==> src/rtl/alu_seq_engine.sv <==
// Multi-cycle ALU sequencer: arithmetic runs through a shared external narrow adder one slice
// at a time; logic, single-bit-per-cycle shifts and CHK run locally.
module alu_seq_engine #(
   parameter int PA_DATA       = 32,
   parameter int PA_FNCT       = 9,
   parameter int PA_ADDER_DATA = 8
) (
   input  logic                     clk,
   input  logic                     rst_b,
   input  logic [PA_DATA-1:0]       inp_a,
   input  logic [PA_DATA-1:0]       inp_b,
   input  logic [PA_FNCT-1:0]       fnct_sel,
   input  logic                     alu_req,
   input  logic [PA_ADDER_DATA-1:0] adder_out,
   input  logic                     carry_out,
   output logic [PA_DATA-1:0]       alu_out,
   output logic                     alu_ack,
   output logic                     alu_err,
   output logic [PA_ADDER_DATA-1:0] adder_in_a,
   output logic [PA_ADDER_DATA-1:0] adder_in_b,
   output logic                     carry_in,
   output logic                     cf,
   output logic                     zf,
   output logic                     nf,
   output logic                     vf,
   output logic [3:0]               dbg_state
);

   // Handshake: an op is taken when alu_req=1 is sampled in IDLE while alu_ack is low;
   // alu_ack is a one-cycle pulse, so at least one idle cycle separates consecutive ops.

   localparam int NUM_SLICES = PA_DATA / PA_ADDER_DATA;
   localparam int KW         = $clog2(NUM_SLICES) + 1;
   localparam int SW         = $clog2(PA_DATA);
   localparam int OPW        = PA_FNCT - 3;
   localparam int MSB        = PA_DATA - 1;

   typedef enum logic [3:0] {
      S_IDLE, S_ARITH, S_WAIT, S_SAMPLE, S_LOGIC, S_SHIFT, S_CHK, S_ERR, S_ACK
   } state_t;

   state_t               state;
   logic [PA_DATA-1:0]   a_r, b_r, res_r, res_next, logic_res;
   logic [2:0]           op_r;
   logic [SW-1:0]        cnt;
   logic [KW-1:0]        k;
   logic                 cin_r, a_msb, b_msb, sc_r, shifted_r;

   logic [2:0]           cls;
   logic [OPW-1:0]       op_f;
   logic                 is_chk, is_arith, is_logic, is_shift, inv_b, cin_init, v_next;

   assign dbg_state = state;
   assign cls  = fnct_sel[PA_FNCT-1 -: 3];
   assign op_f = fnct_sel[OPW-1:0];

   always_comb begin
      is_chk   = (cls == 3'd0);
      is_arith = (cls == 3'd1) && (op_f <= OPW'(4));
      is_logic = (cls == 3'd2) && (op_f <= OPW'(2));
      is_shift = (cls == 3'd2) && (op_f >= OPW'(3)) && (op_f <= OPW'(5));
      inv_b    = is_arith && ((op_f == OPW'(1)) || (op_f == OPW'(3)) || (op_f == OPW'(4)));
      cin_init = 1'b0;
      case (op_f[2:0])
         3'd1, 3'd4: cin_init = 1'b1;
         3'd2, 3'd3: cin_init = cf;
         default:    cin_init = 1'b0;
      endcase
   end

   // Sampled slices enter from the top, so after the last slice res_next is the full sum.
   if (NUM_SLICES > 1) begin : g_multi
      assign res_next = {adder_out, res_r[PA_DATA-1:PA_ADDER_DATA]};
   end else begin : g_single
      assign res_next = adder_out;
   end

   assign v_next = (a_msb == b_msb) && (res_next[MSB] != a_msb);

   always_comb begin
      logic_res = a_r & b_r;
      case (op_r)
         3'd1:    logic_res = a_r | b_r;
         3'd2:    logic_res = a_r ^ b_r;
         default: logic_res = a_r & b_r;
      endcase
   end

   always_ff @(posedge clk) begin
      if (!rst_b) begin
         state      <= S_IDLE;
         alu_out    <= '0;
         alu_ack    <= 1'b0;
         alu_err    <= 1'b0;
         adder_in_a <= '0;
         adder_in_b <= '0;
         carry_in   <= 1'b0;
         cf         <= 1'b0;
         zf         <= 1'b0;
         nf         <= 1'b0;
         vf         <= 1'b0;
         a_r        <= '0;
         b_r        <= '0;
         res_r      <= '0;
         op_r       <= '0;
         cnt        <= '0;
         k          <= '0;
         cin_r      <= 1'b0;
         a_msb      <= 1'b0;
         b_msb      <= 1'b0;
         sc_r       <= 1'b0;
         shifted_r  <= 1'b0;
      end else begin
         case (state)
            S_IDLE: begin
               alu_ack <= 1'b0;
               alu_err <= 1'b0;
               if (alu_req && !alu_ack) begin
                  a_r       <= inp_a;
                  b_r       <= inv_b ? ~inp_b : inp_b;
                  a_msb     <= inp_a[MSB];
                  b_msb     <= inv_b ? ~inp_b[MSB] : inp_b[MSB];
                  op_r      <= op_f[2:0];
                  cnt       <= inp_b[SW-1:0];
                  shifted_r <= |inp_b[SW-1:0];
                  cin_r     <= cin_init;
                  k         <= '0;
                  if (is_chk)        state <= S_CHK;
                  else if (is_arith) state <= S_ARITH;
                  else if (is_logic) state <= S_LOGIC;
                  else if (is_shift) state <= S_SHIFT;
                  else               state <= S_ERR;
               end
            end
            S_ARITH: begin
               adder_in_a <= a_r[PA_ADDER_DATA-1:0];
               adder_in_b <= b_r[PA_ADDER_DATA-1:0];
               carry_in   <= cin_r;
               a_r        <= a_r >> PA_ADDER_DATA;
               b_r        <= b_r >> PA_ADDER_DATA;
               state      <= S_WAIT;
            end
            S_WAIT: state <= S_SAMPLE;
            S_SAMPLE: begin
               res_r    <= res_next;
               carry_in <= carry_out;
               if (k == KW'(NUM_SLICES - 1)) begin
                  if (op_r != 3'd4) alu_out <= res_next;
                  cf    <= carry_out;
                  zf    <= (res_next == '0);
                  nf    <= res_next[MSB];
                  vf    <= v_next;
                  state <= S_ACK;
               end else begin
                  adder_in_a <= a_r[PA_ADDER_DATA-1:0];
                  adder_in_b <= b_r[PA_ADDER_DATA-1:0];
                  a_r        <= a_r >> PA_ADDER_DATA;
                  b_r        <= b_r >> PA_ADDER_DATA;
                  k          <= k + 1'b1;
                  state      <= S_WAIT;
               end
            end
            S_LOGIC: begin
               alu_out <= logic_res;
               zf      <= (logic_res == '0);
               nf      <= logic_res[MSB];
               state   <= S_ACK;
            end
            S_CHK: begin
               alu_out <= a_r;
               zf      <= (a_r == '0);
               nf      <= a_r[MSB];
               state   <= S_ACK;
            end
            S_SHIFT: begin
               if (cnt == '0) begin
                  alu_out <= a_r;
                  zf      <= (a_r == '0);
                  nf      <= a_r[MSB];
                  if (shifted_r) cf <= sc_r;
                  state   <= S_ACK;
               end else begin
                  case (op_r)
                     3'd3: begin
                        sc_r <= a_r[MSB];
                        a_r  <= a_r << 1;
                     end
                     3'd4: begin
                        sc_r <= a_r[0];
                        a_r  <= a_r >> 1;
                     end
                     default: begin
                        sc_r <= a_r[0];
                        a_r  <= {a_r[MSB], a_r[MSB:1]};
                     end
                  endcase
                  cnt <= cnt - 1'b1;
               end
            end
            S_ERR: begin
               alu_ack <= 1'b1;
               alu_err <= 1'b1;
               state   <= S_IDLE;
            end
            S_ACK: begin
               alu_ack <= 1'b1;
               alu_err <= 1'b0;
               state   <= S_IDLE;
            end
            default: state <= S_IDLE;
         endcase
      end
   end

endmodule
==> config.mk <==
export PLATFORM = sky130hd
export DESIGN_NAME = alu_seq_engine
export DESIGN_NICKNAME = d
export VERILOG_FILES = /design/src/rtl/alu_seq_engine.sv
export SDC_FILE = /design/constraint.sdc
export NUM_CORES = 1
export LEC_CHECK = 0
export CORE_ASPECT_RATIO = 0.7
export CORE_MARGIN = 2
export CORE_UTILIZATION = 45
export CTS_CLUSTER_DIAMETER = 150
export DETAILED_ROUTE_END_ITERATION = 7
export GPL_ROUTABILITY_DRIVEN = 0
export PLACE_DENSITY = 0.79
export SYNTH_ARGS = -nofsm -noshare
export SYNTH_HDL_FRONTEND = slang
export SYNTH_SLANG_ARGS = --single-unit
==> constraint.sdc <==
create_clock -name clk -period 5.4 [get_ports clk]
set_input_delay 1.08 -clock clk [delete_from_list [all_inputs] [get_ports clk]]
set_output_delay 1.08 -clock clk [all_outputs]
set_load 0.03 [all_outputs]
==> reports/metrics.csv, run 1 <==
metric,value,unit
crit-path leading delay family,simple AND/OR/NAND/NOR gates,
Total Routing Usage GR,0.2805,
status,completed,
reg2reg setup slack,1.98,ns
"Async S/R FF share, synth",0,
pwr dens,319.9,nW/um^2
final core utilization,0.5523,
final WL,35510,um
Row Count,46,
pin count of the biggest net entering global routing,88,
total grt overflow,0,
vias post-DR,10930,
CTS sink count,163,
worst r2r dst,alu_out[0],
starting DRC count in detailed routing,1633,
Netlist cell types,64,
Synth area leader,dfxtp_1,
Max Freq,292.4,MHz
TritonCTS clock tree,yes,
vias in the first global route,10110,
dominant cells by area after synthesis,"dfxtp_1, ha_1, nand2_1, a21oi_1, nor2_1",
worst r2r path cells,6,
Final Max Slew Viols,0,
WL per Instance,20.15,um
number of iterations in the first detailed-routing pass,6,
Num CTS Buffers,17,
Synth Warn #,0,
Die H,132.2,um
final worst-path cycle share,0.6333,
maxcap violations,0,
Hold Buf Count CTS,0,
final hold violation count,0,
CP max stage delay,1.02,ns
mapped cell area,10560,um^2
Synth top cells by count,"nand2_1, nor2_1, dfxtp_1, a21oi_1, inv_1",
nets@finish,1590,
Final Total Pwr,0.004038,W
latest clock arrival within the worst-skew pair,0.45,ns
Post-synth EDFFs,0,
Die Span X,187.1,um
area of the core,22850,um^2
M1 wire length,14490,um
H-Tree Level Count,4,
final setup vio count,0,
hold-critical path endpoint,adder_in_a[0],
"Net Count, Synth",1523,
WHS,0.4541,ns
Yosys reg bits,163,
met2 routed WL,15190,um
Final min period,3.420,ns
met3 routed WL,4608,um
"Setup Fix Bufs, Post-CTS",0,
RSZ-0062 raised after global routing,false,
Synth Instances,1370,
Slew HR,0.2020,
Initial Util,0.4622,
mean post-synth cell area,7.708,um^2
worst flop-to-flop path startpoint,dbg_state[1],
layout cells sized above 1,0.05931,
most common cell in the netlist,nand2_1,
Setup CP Type,flip-flop to flip-flop,
"Top FF cell, synth",dfxtp_1,
slowest CP cell,and4bb_1,
WHS Path Cells,2,
sequential share of the synthesized area,0.3090,
Max Root-Sink Buffers,2,
synth-to-layout area growth,19.51,%
IO Count,144,
Worst setup SP type,flip-flop,
first-pass GRT wire length,55480,um
Crit. End Element,flip-flop,
crit-path cells,and4bb_1 > nand2_2 > a21oi_4 > o21a_4 > mux2i_1 > nor2_1,
antenna fix cells,0,
Min-Delay Path Class,flip-flop to flip-flop,
DRC,0,
PortBufs,143,
drt via density,6.205,
Min-Delay Startpoint,adder_in_a[0],
crit path DAT,3.71,ns
crit path buf inv count,0,
setup total negative slack,0,ns
top cell type's share of synthesized area,0.3090,
highest routed layer,met4,
CTS clock-pin slew for the worst setup and hold paths,0.08,ns
antenna violations before repair,0,
dpl hpwl,24490,um
Worst Skew,0.01042,ns
Slew @ Worst Pin,1.197,ns
Worst Path Max Fanout,45,
"Req. time, crit path",5.69,ns
Max VDD drop,0.2507,mV
leak pwr,4.603,nW
Die Footprint,24730,um^2
post-route ant nets,0,
clock root buffer,clkbuf_16,
# resized after CTS,0,
[power breakdown]
group,total (W),internal [W],switching (W)
combinational,0.00121,0.000477,0.000729
clock,0.00122,0.000613,0.000604
sequential,0.00162,0.00133,0.000289
total,0.00404,0.00242,0.00162
[cells by family (layout without fill, tap and decap cells)]
logic type | count (synthesis) | count (layout) | share of synthesized area
xor+xnor | 34 | 34 | 0.02820
mux | 21 | 21 | 0.01991
simple gates | 464 | 464 | 0.1991
compound gates | 406 | 406 | 0.2768
flops | 163 | 163 | 0.3090
fa+ha+maj | 68 | 68 | 0.08057
buf+inv | 214 | 294 | 0.08649
[cell type report]
type | instances | area [um^2]
fillers | 2094 | 10230
multi-input cells | 993 | 6427
flip-flops and latches | 163 | 3266
repair buffers | 164 | 1602
clock buffers | 17 | 425.4
well taps | 312 | 390.4
inverters | 98 | 370.4
clock inverters | 15 | 140.1
[per-layer routing]
layer,up-vias,track usage
met5,-,0
met4,0,0.1142
met3,125,0.08917
met2,670,0.4155
met1,5091,0.3771
li1,5047,-
[worst min-delay path, stage by stage (launching register included)]
cell	delay [ns]
dfxtp_1	0.31
nand2_1	0.05
a21oi_1	0.05
[worst max path at each step]
| stage | start | endpoint | cells past startpoint |
|---|---|---|---|
| 2_1_floorplan | fnct_sel[2] | b_r[22] | 8 |
| 3_3_place_gp | alu_req | a_r[20] | 7 |
| 3_5_place_dp | alu_req | a_r[22] | 7 |
| 4_1_cts | dbg_state[1] | alu_out[0] | 6 |
| 5_1_grt | dbg_state[1] | alu_out[29] | 6 |
| 6_report | dbg_state[1] | alu_out[0] | 6 |
[flip-flops by register name (all words and copies together), names as in the netlist, 3 cells and up]
signal      flops
a_r            32
adder_in_a      8
adder_in_b      8
alu_out        32
b_r            32
cnt             5
dbg_state       4
k               3
op_r            3
res_r          24
[stage by stage]
step                worst slack [ns]  cell area (um^2)  std cells
floorplan                      2.852             10560       1370
finish                         1.980             12620       1762
global route                   1.796             12620       1762
detailed placement             1.788             12060       1730
CTS                            2.060             12620       1762
global placement               1.841             12060       1730
[layout by cell type (no fill, tap or decap), types with 5 or more instances in the layout]
cell,netlist,layout
nand3_1,7,7
xnor2_1,9,9
o21a_1,29,29
o22ai_1,13,13
mux2i_1,21,21
a221oi_1,31,31
nor2_1,164,161
nor2b_1,33,33
o32ai_1,55,55
nor4_1,47,47
dfxtp_1,163,161
xor2_1,25,25
a211oi_1,62,62
a221o_1,19,19
nor3_1,8,8
a21oi_1,125,125
inv_8,0,5
a22oi_1,12,12
clkbuf_16,0,17
inv_1,96,96
nand2_1,169,169
a211oi_2,13,13
o21ai_0,20,20
clkdlybuf4s50_1,0,143
buf_4,2,20
nor3b_1,5,5
ha_1,68,68
inv_6,0,5
(Power assumes the default switching activity.)
==> run 2, diff against run 1 <==
- clock period: 5.4 -> 3.2 ns (I/O delays scaled with it)
==> reports/metrics.csv, run 2 (synthesis gave the netlist of run 1 again) <==
metric,value,unit
flip-flop and latch area,3266,um^2
Hold Buf Count CTS,0,
IO Count,144,
"Req. time, crit path",3.55,ns
Final Max Slew Viols,0,
number of fill cells,2067,
CTS sink count,163,
starting DRC count in detailed routing,1873,
nets@finish,1623,
WL per Instance,20.65,um
PortBufs,143,
vias post-DR,11220,
final worst-path cycle share,0.8482,
placed insts,1763,
most frequent cells in the layout,"nand2_1, nor2_1, dfxtp_1",
leak pwr,4.796,nW
Crit. End Element,flip-flop,
clock root buffer,clkbuf_16,
Min-Delay Path Class,flip-flop to flip-flop,
area of the core,22850,um^2
DRC,1,
crit-path cells,xnor2_1 > nor2_2 > a221oi_1 > a211oi_1,
Psw,0.002697,W
Max Root-Sink Buffers,2,
final core utilization,0.5664,
Worst Skew,0.01337,ns
Die Footprint,24730,um^2
Row Count,46,
Clk pwr share,0.290,
Final min period,2.714,ns
# resized after CTS,0,
Non-Filler Instances,1795,
layout cells sized above 1,0.08024,
footprint of the multi-input gates,6427,um^2
dpl hpwl,26610,um
Slew @ Worst Pin,1.350,ns
CTS clock-pin slew for the worst setup and hold paths,0.06,ns
slowest CP cell,nor2_2,
setup total negative slack,0,ns
switch share,0.3876,
synth-to-layout area growth,22.56,%
final setup vio count,0,
maxcap violations,0,
violated checks,DRC,
CP max stage delay,1.04,ns
Total Routing Usage GR,0.2905,
Cell Int Power,0.004262,W
Max VDD drop,0.4129,mV
Gate power share,0.331,
antenna fix cells,0,
Slew HR,0.09936,
pwr dens,537.7,nW/um^2
pin count of the biggest net entering global routing,65,
Initial Util,0.4622,
H-Tree Level Count,4,
TritonCTS clock tree,yes,
Die H,132.2,um
"most common cell after layout, fill and taps aside",nand2_1,
RSZ-0062 raised after global routing,false,
antenna violations before repair,0,
final WL,37060,um
first-pass GRT wire length,56900,um
final hold violation count,0,
"Setup Fix Bufs, Post-CTS",0,
Setup CP Type,flip-flop to flip-flop,
vias in the first global route,10170,
Num CTS Buffers,17,
Max Freq,368.4,MHz
WHS,0.4544,ns
status,"complete, but fails checks",
number of iterations in the first detailed-routing pass,8,
Worst Path Max Fanout,32,
Worst setup SP type,flip-flop,
drt via density,6.251,
latest clock arrival within the worst-skew pair,0.44,ns
post-route ant nets,0,
part of the power in registers,0.379,
Die Span X,187.1,um
crit path DAT,3.06,ns
total grt overflow,0,
biggest regs,"a_r x32, alu_out x32, b_r x32",
==> run 2: changes by cell type in the layout (fill, tap and decap cells not counted), sizes merged <==
cell	before	now
buf	21	54
clkinv	2	5
inv	108	102
clkbuf	17	19
bufinv	0	1
==> run 2: cell type report <==
type                    instances  share of cell area
multi-input cells             993              0.4966
flip-flops and latches        163              0.2523
repair buffers                197              0.1477
clock buffers                  19             0.03500
well taps                     312             0.03016
inverters                      98             0.02862
clock inverters                13            0.009571
==> run 2: worst paths after layout <==
| path | startpoint | endpoint | slack (ns) | cells after the start |
|---|---|---|---|---|
| hold reg to reg | adder_in_b[0] | adder_in_b[0] | 0.45 | 2 |
| setup / recovery | dbg_state[0] | nf | 0.49 | 4 |
| hold / removal | adder_in_b[0] | adder_in_b[0] | 0.45 | 2 |
| setup reg to reg | dbg_state[0] | nf | 0.49 | 4 |
==> run 2: power by group through the flow <==
| stage | combinational, W | clock, W | sequential [W] |
|---|---|---|---|
| 2_1_floorplan | 0.00140 | 0 | 0.00258 |
| 3_3_place_gp | 0.00215 | 0 | 0.00264 |
| 3_5_place_dp | 0.00222 | 0 | 0.00264 |
| 4_1_cts | 0.00224 | 0.00203 | 0.00260 |
| 5_1_grt | 0.00249 | 0.00212 | 0.00264 |
| 6_report | 0.00230 | 0.00202 | 0.00263 |
==> run 2: routing by layer <==
metal  GRT usage  wire length, um  vias up
met3     0.09050             5081      124
met5           0                0        -
met1      0.4049            15390     5215
li1            -                -     5123
met2      0.4250            15310      758
met4     0.09347             1280        0
==> run 2: worst max-delay path, delay by kind of cell (launching register included) <==
| kind | cells | cell delay, ns |
|---|---|---|
| compound gates | 2 | 0.62 |
| xor+xnor | 1 | 0.23 |
| flops | 1 | 0.73 |
| simple gates | 1 | 1.04 |
==> run 2: metrics by stage <==
stage / power (W) / cell area [um^2] / setup slack (ns)
after global placement: 0.004787 / 12370 / 0.4498
final: 0.006959 / 12940 / 0.4858
after CTS: 0.006869 / 12940 / 0.5879
after floorplan: 0.003976 / 10560 / 1.072
after detailed placement: 0.004867 / 12370 / 0.3305
after global routing: 0.007255 / 12940 / 0.3422
==> run 3, diff against run 2 <==
- PLACE_DENSITY: 0.79 -> 0.81
- clock period: 3.2 -> 2.35 ns (I/O delays scaled with it)
==> reports/metrics.csv, run 3 (synthesis gave the netlist of run 1 again) <==
metric,value,unit
Slew HR,0.5695,
crit-path cells,inv_1 > ha_1 > o21a_1 > o32ai_1 > o22ai_1 > nor4_1 > buf_4 > nand3_1 > o21ai_1,
total grt overflow,0,
starting DRC count in detailed routing,1787,
CP startpoint,a_r[8],
Die H,132.2,um
Max Freq,432.0,MHz
Total Routing Usage GR,0.3019,
most frequent cells in the layout,"nand2_1, nor2_1, dfxtp_1",
RSZ-0062 raised after global routing,false,
Min-Delay Path Class,flip-flop to flip-flop,
worst r2r path cells,9,
drt via density,6.188,
WHS,0.4548,ns
Setup CP Type,flip-flop to flip-flop,
final WL,38040,um
CTS clock-pin slew for the worst setup and hold paths,0.07,ns
Initial Util,0.4622,
WHS Path Cells,2,
"most common cell after layout, fill and taps aside",nand2_1,
final setup vio count,0,
vias post-DR,11470,
layout cells sized above 1,0.1201,
Final Max Slew Viols,0,
hold-critical path endpoint,adder_in_b[3],
clock root buffer,clkbuf_16,
Crit. End Element,flip-flop,
reg2reg setup slack,0.03,ns
dpl hpwl,28220,um
antenna fix cells,0,
WL per Instance,20.53,um
Row Count,46,
Max Root-Sink Buffers,2,
number of iterations in the first detailed-routing pass,8,
"Setup Fix Bufs, Post-CTS",0,
Slew @ Worst Pin,0.6443,ns
Final min period,2.315,ns
pwr dens,732.0,nW/um^2
first-pass GRT wire length,59260,um
antenna violations before repair,0,
Die Footprint,24730,um^2
Worst setup SP type,flip-flop,
nets@finish,1681,
post-route ant nets,0,
violated checks,DRC,
Placed Area,12900,um^2
IO Count,144,
DRC,2,
Max VDD drop,0.5841,mV
leak pwr,5.152,nW
vias in the first global route,10740,
worst r2r dst,zf,
CP max stage delay,0.44,ns
PortBufs,143,
latest clock arrival within the worst-skew pair,0.45,ns
CTS sink count,163,
final worst-path cycle share,0.9851,
synth-to-layout area growth,28.14,%
TritonCTS clock tree,yes,
crit path DAT,2.70,ns
final hold violation count,0,
status,"complete, but fails checks",
area of the core,22850,um^2
H-Tree Level Count,4,
pin count of the biggest net entering global routing,58,
Worst Skew,0.01022,ns
Die Span X,187.1,um
"Design Area, Final",13530,um^2
Num CTS Buffers,17,
slowest CP cell,dfxtp_1,
maxcap violations,0,
biggest regs,"a_r x32, alu_out x32, b_r x32",
Worst Path Max Fanout,3,
"Req. time, crit path",2.74,ns
worst flop-to-flop path startpoint,a_r[8],
Min-Delay Startpoint,adder_in_b[3],
## run 3: changes by cell type in the layout (fill, tap and decap cells not counted), moves of 2 or more
cell      delta
buf_4       +50
buf_12       +8
o32ai_2      +2
inv_8        +6
clkbuf_8     -2
dfxtp_2      +4
o32ai_1      -2
clkinv_4     -2
dfxtp_1      -5
## run 3: per-layer routing
metal  up-vias  global-route usage  wire length [um]
met2       788              0.4395             15930
met3       117              0.1038              5354
met1      5332              0.4066             15470
met5         -             0.02885                28
met4         2              0.1173              1249
li1       5228                   -                 -
## run 3: timing repair
action	4_1_cts	5_1_grt
setup endpoints to repair	0	41
resized for setup	0	11
hold buffers	0	0
## run 3: worst max-delay path by stage
stage | to | slack (ns) | depth (start not counted)
final | zf | 0.03 | 9
after global routing | zf | 0.002 | 9
after CTS | zf | 0.02 | 9
after detailed placement | b_r[10] | -0.03 | 8
after global placement | zf | -0.001 | 7
after floorplan | alu_out[10] | 0.22 | 10
## run 3: critical path: cells and delay by family (launching register included)
| kind | cells | cell delay (ns) |
|---|---|---|
| and+or+nand+nor | 2 | 0.44 |
| buffers and inverters | 2 | 0.26 |
| adders and majority gates | 1 | 0.29 |
| AOI/OAI and AO/OA | 4 | 0.84 |
| DFF | 1 | 0.44 |
## run 3: metrics by stage
stage,worst slack [ns],instances,utilization,setup TNS (ns),power (W)
6_report,0.03499,1853,0.5922,0,0.009906
5_1_grt,0.001546,1853,0.5922,0,0.01032
4_1_cts,0.02457,1853,0.5903,0,0.009741
3_5_place_dp,-0.03120,1821,0.5646,-0.3070,0.006918
3_3_place_gp,-0.001428,1821,0.5646,-0.001428,0.006801
2_1_floorplan,0.2224,1370,-,0,0.005414
## run 3: area by class of cell
cell class	count	area (um^2)
fill	1995	9318
multi-input combinational	993	6462
sequential	163	3274
timing repair buffer	255	2447
clock buffer	17	425.4
tap	312	390.4
inverter	98	370.4
clock inverter	15	161.4
## run 3: power by group
| part | internal, W | total (W) | switching [W] |
|---|---|---|---|
| registers | 0.00305 | 0.00351 | 0.000458 |
| clock network | 0.00151 | 0.00286 | 0.00135 |
| logic | 0.00148 | 0.00354 | 0.00206 |
